## config.mk

```make
export PLATFORM = sky130hd
export DESIGN_NAME = siso_shift_ctrl
export DESIGN_NICKNAME = d
export VERILOG_FILES = /design/src/rtl/siso_shift_ctrl.sv
export SDC_FILE = /design/constraint.sdc
export NUM_CORES = 1
export LEC_CHECK = 0
export CELL_PAD_IN_SITES_DETAIL_PLACEMENT = 1
export CELL_PAD_IN_SITES_GLOBAL_PLACEMENT = 2
export CORE_MARGIN = 2
export CORE_UTILIZATION = 31
export CTS_CLUSTER_DIAMETER = 60
export DETAILED_ROUTE_END_ITERATION = 12
export PLACE_DENSITY = 0.88
export SYNTH_ARGS = -nofsm -noshare
export SYNTH_HDL_FRONTEND = slang
export SYNTH_SLANG_ARGS = --single-unit
```

## constraint.sdc

```tcl
create_clock -name clk -period 2.4 [get_ports clk]
set_input_delay 0.36 -clock clk [delete_from_list [all_inputs] [get_ports clk]]
set_output_delay 0.36 -clock clk [all_outputs]
set_load 0.02 [all_outputs]
```

## src/rtl/siso_shift_ctrl.sv

```systemverilog
`default_nettype none
// =============================================================================
// siso_shift_ctrl : serializes valid/ready words LSB-first into a SISO shift
//                   register with frame markers and a programmable idle gap.
// Optional feature macro : SISO_SHIFT_CTRL_PARITY_EN (adds one even-parity bit)
// Revision : 1.0
// =============================================================================

module siso_shift_ctrl #(
  parameter int DATA_WIDTH = 4,
  parameter int GAP_CYCLES = 1
) (
  input  logic                  clk,
  input  logic                  rst,
  input  logic                  in_valid,
  input  logic [DATA_WIDTH-1:0] in_data,
  output logic                  in_ready,
  input  logic                  abort,
  output logic                  sr_din,
  output logic                  sr_shift_en,
  output logic                  frame_start,
  output logic                  frame_done,
  output logic                  busy
);

  localparam int               C_CNT_W    = (DATA_WIDTH > 1) ? $clog2(DATA_WIDTH) : 1;
  localparam logic [C_CNT_W-1:0] C_LAST_BIT = C_CNT_W'(DATA_WIDTH - 1);
  localparam logic [3:0]       C_GAP_LAST = (GAP_CYCLES > 0) ? 4'(GAP_CYCLES - 1) : 4'd0;

  typedef enum logic [1:0] {
    ST_IDLE   = 2'd0,
    ST_SHIFT  = 2'd1,
`ifdef SISO_SHIFT_CTRL_PARITY_EN
    ST_PARITY = 2'd2,
`endif
    ST_GAP    = 2'd3
  } state_t;

  state_t               r_state;
  state_t               w_state_n;
  state_t               w_after_frame;
  logic [DATA_WIDTH-1:0] r_hold;
  logic [DATA_WIDTH-1:0] w_hold_n;
  logic [C_CNT_W-1:0]   r_cnt;
  logic [C_CNT_W-1:0]   w_cnt_n;
  logic [3:0]           r_gap_cnt;
  logic [3:0]           w_gap_n;
`ifdef SISO_SHIFT_CTRL_PARITY_EN
  logic                 r_parity;
  logic                 w_parity_n;
`endif

  // With no gap configured the frame ends straight back in IDLE.
  generate
    if (GAP_CYCLES == 0) begin : g_no_gap
      assign w_after_frame = ST_IDLE;
    end else begin : g_gap
      assign w_after_frame = ST_GAP;
    end
  endgenerate

  always_ff @(posedge clk or posedge rst) begin
    if (rst) begin
      r_state   <= ST_IDLE;
      r_hold    <= '0;
      r_cnt     <= '0;
      r_gap_cnt <= '0;
    end else begin
      r_state   <= w_state_n;
      r_hold    <= w_hold_n;
      r_cnt     <= w_cnt_n;
      r_gap_cnt <= w_gap_n;
    end
  end

`ifdef SISO_SHIFT_CTRL_PARITY_EN
  always_ff @(posedge clk or posedge rst) begin
    if (rst) begin
      r_parity <= 1'b0;
    end else begin
      r_parity <= w_parity_n;
    end
  end
`endif

  always_comb begin
    w_state_n   = r_state;
    w_hold_n    = r_hold;
    w_cnt_n     = r_cnt;
    w_gap_n     = r_gap_cnt;
    sr_din      = 1'b0;
    sr_shift_en = 1'b0;
    frame_start = 1'b0;
    frame_done  = 1'b0;
`ifdef SISO_SHIFT_CTRL_PARITY_EN
    w_parity_n  = r_parity;
`endif
    case (r_state)
      ST_IDLE: begin
        if (in_valid) begin
          w_hold_n  = in_data;
          w_cnt_n   = '0;
          w_state_n = ST_SHIFT;
`ifdef SISO_SHIFT_CTRL_PARITY_EN
          w_parity_n = ^in_data;
`endif
        end
      end

      ST_SHIFT: begin
        sr_shift_en = 1'b1;
        sr_din      = r_hold[0];
        frame_start = (r_cnt == '0);
        w_hold_n    = r_hold >> 1;
        w_cnt_n     = r_cnt + 1'b1;
        if (r_cnt == C_LAST_BIT) begin
          w_cnt_n = '0;
          w_gap_n = '0;
`ifdef SISO_SHIFT_CTRL_PARITY_EN
          w_state_n = ST_PARITY;
`else
          frame_done = 1'b1;
          w_state_n  = w_after_frame;
`endif
        end
        // Bits already driven stay in the shift register; only the source is dropped.
        if (abort) begin
          w_state_n = ST_IDLE;
          w_hold_n  = '0;
          w_cnt_n   = '0;
        end
      end

`ifdef SISO_SHIFT_CTRL_PARITY_EN
      ST_PARITY: begin
        sr_shift_en = 1'b1;
        sr_din      = r_parity;
        frame_done  = 1'b1;
        w_gap_n     = '0;
        w_state_n   = w_after_frame;
        if (abort) begin
          w_state_n = ST_IDLE;
          w_hold_n  = '0;
        end
      end
`endif

      ST_GAP: begin
        w_gap_n = r_gap_cnt + 1'b1;
        if (r_gap_cnt == C_GAP_LAST) begin
          w_state_n = ST_IDLE;
          w_gap_n   = '0;
        end
        if (abort) begin
          w_state_n = ST_IDLE;
          w_hold_n  = '0;
          w_gap_n   = '0;
        end
      end

      default: begin
        w_state_n = ST_IDLE;
      end
    endcase
  end

  // Reset forces IDLE, so gating with rst keeps in_ready low while reset is held.
  assign in_ready = (r_state == ST_IDLE) && !rst;
  assign busy     = (r_state != ST_IDLE);

endmodule

`default_nettype wire

```

==> metrics <==
run status=finished, final reports clean; pin count of the biggest net entering global routing=13; Sequential Power Share=45.2%; deepest level of the CTS H-tree=1; final period demand of the worst path=2.17 ns; Cell Chain, Critical Path=inv_1 > nand2_1 > nor2_1 > clkdlybuf4s50_1; number of antenna violations at the first check in global routing=0; DRC=0; setup TNS=0 ns; grt ovf=0; Max-slew headroom=57.8%; fraction of final layout cells with drive strength greater than 1=9.30%; final wirelength=1490 um; number of top-level pins=14; placed wire-length estimate after detailed placement=1140 um; share of synthesized area occupied by flip-flops and latches=45.3%; most common library cells after synthesis=dfrtp_1, nand2_1, inv_1; routed wirelength normalized by instance count=13.2 um; CTS hold repair buffers=0; Antenna Violating Nets Remaining=0; TritonRoute pass-1 iters=2; reported leakage power=0.395 nW; routed metal-1 wire length=704 um; maximum achievable frequency=462 MHz; die footprint=2530 um2; post-layout worst setup margin=0.234 ns; highest ir drop seen on vdd=480 uV; syn_nets=82; combinational fraction of design power=29.2%; Rows=16; category of the worst setup path launch point=flop; NetSw=212 uW; top-area cell type share of the netlist area=45.3%; last weighted congestion value of the routability-driven placer=0.697; number of global-route vias before repair=595; transition time at the pin with the least slew margin=0.632 ns; Worst setup EP type=primary output; final net count=99; iteration-0 DRC count of the detailed router=5; RSZ-0062 raised after global routing=false; max-cap check violation count=0; worst min-delay path class=input port to asynchronous set/reset pin; library cell with the largest summed area after synthesis=dfrtp_1; critical path's largest stage delay=0.60 ns; clock sink count=12; number of buffers inserted by port buffering=13; first-pass GRT wire length=2640 um; initial core utilization=33.5%; synthesis-stage register bit count=12; Synth Area per Inst=9.47 um2; gate count of the mapped netlist=70; skew final=0.00153 ns; hold violation count in the final report=0; category of the most critical setup path=flop to primary output; floorplan core area=1980 um2; detailed route wirelength on metal3=34 um; Worst EP arrival=1.81 ns; async set-reset flop share out of synthesis=100%; clock network power share=25.7%; routed length on met2=734 um; Inserted Clock Buffers=3; CP Data Required Time=2.04 ns; Antenna Diode Count=0; die height=50.3 um; count of pins over their slew limit=0; Post-Synthesis Cell Area=663 um2; post-CTS clock slew at the launch and capture registers of the worst setup and hold paths=0.08 ns; leading post-synthesis cells by cell area=dfrtp_1, ha_1, a22o_1; number of flops mapped to enable cells by yosys=0; Synth Warn #=0; Cell Pwr Density=752 nW/um2; Resized Gates After CTS=0; critical path's slowest cell=clkdlybuf4s50_1; number of vias after detailed routing=559; root buffer cell=clkbuf_4; internal power of the cells=434 uW; switching part of the total power=32.8%; maximum clock path buffer count=2; TritonCTS clock tree=built; later-pin clock latency in the skew report=0.27 ns; aggregate global-route resource usage=13.6%; crit path max fanout=11; post-place setup slack=0.525 ns; Post-synth top flop=dfrtp_1; Unique masters post-synth=23; die boundary width=50.3 um; area added between synthesis and finish=29.4%; buffers inserted during post-CTS setup optimization=0; average vias per placed instance=4.95; number of setup violations in the final report=0; most frequent cell after synthesis=dfrtp_1; highest routing layer actually used=met4; portion of the clock cycle consumed by the worst path in the final layout=90.3%
==> cells by family after synthesis <==
kind of cell    synth area share (%)
compound gates                  17.5
fa+ha+maj                       7.55
buf+inv                         5.85
flops                           45.3
mux                             5.09
simple gates                    18.7
==> registers in the layout, indices dropped and copies added (netlist names) <==
register   flops
r_cnt          2
r_gap_cnt      4
r_state        2
r_hold         4
==> layer usage <==
layer,vias to the layer above,global-route usage (%)
met4,0,4.17
met5,-,0
met3,2,3.57
met1,271,16.8
met2,6,23.0
li1,280,-
==> metrics by stage <==
step | total power [mW] | area, um2 | util, % | std cells | hold slack, ns
finish | 0.646 | 858 | 43.3 | 113 | 0.427
global route | 0.696 | 858 | 43.3 | 113 | 0.483
CTS | 0.657 | 858 | 43.3 | 113 | 0.441
detailed placement | 0.488 | 822 | 41.5 | 109 | 0.501
global placement | 0.477 | 822 | 41.5 | 109 | 0.487
floorplan | 0.411 | 663 | - | 70 | 0.225
==> final cells by class <==
type	count	area (um2)
Sequential cell	12	300
Fill cell	232	1120
Clock buffer	4	36.3
Timing Repair Buffer	13	130
Tap cell	27	33.8
Multi-Input combinational cell	48	324
Inverter	9	33.8
==> power groups by stage <==
stage	combinational, mW	clock [mW]	sequential, mW
after floorplan	0.132	0	0.278
after global placement	0.185	0	0.292
after detailed placement	0.192	0	0.296
after CTS	0.193	0.172	0.292
after global routing	0.214	0.180	0.301
final	0.188	0.166	0.292
==> final timing paths <==
check                      slack (ns)        from  depth (start not counted)           end
setup / recovery                 0.23  r_state[0]                          4      in_ready
hold / removal                   0.43         rst                          2  r_gap_cnt[1]
setup reg to reg                 0.86  r_state[0]                          3     r_hold[0]
hold reg to reg                  0.52   r_hold[1]                          1     r_hold[1]
max in group asynchronous        1.65         rst                          2      r_cnt[0]
min in group clk                 0.52   r_hold[1]                          1     r_hold[1]
==> layout by cell type (no fill, tap or decap) <==
cell type | synthesis | layout
nor3b_1 | 1 | 1
inv_1 | 9 | 9
o21ai_0 | 3 | 3
a22o_1 | 5 | 5
nand3_1 | 3 | 3
o21ai_2 | 1 | 1
ha_1 | 4 | 4
o22ai_1 | 1 | 1
and3_1 | 3 | 3
and3b_1 | 1 | 1
clkbuf_8 | 0 | 1
or4_1 | 1 | 1
clkdlybuf4s50_1 | 0 | 13
mux2_2 | 3 | 3
nand3b_1 | 1 | 1
o211ai_1 | 1 | 1
a21oi_1 | 2 | 2
nand2_1 | 10 | 10
a32o_1 | 1 | 1
clkbuf_4 | 0 | 3
dfrtp_1 | 12 | 12
nor2_1 | 4 | 4
a21o_1 | 1 | 1
o21bai_1 | 1 | 1
nor2b_1 | 1 | 1
==> critical path, delay by kind of cell, from the launching register on <==
family        cells  cell delay (ns)
buf+inv           2             0.82
flops             1             0.51
simple gates      2             0.20
(Power assumes the default switching activity.)
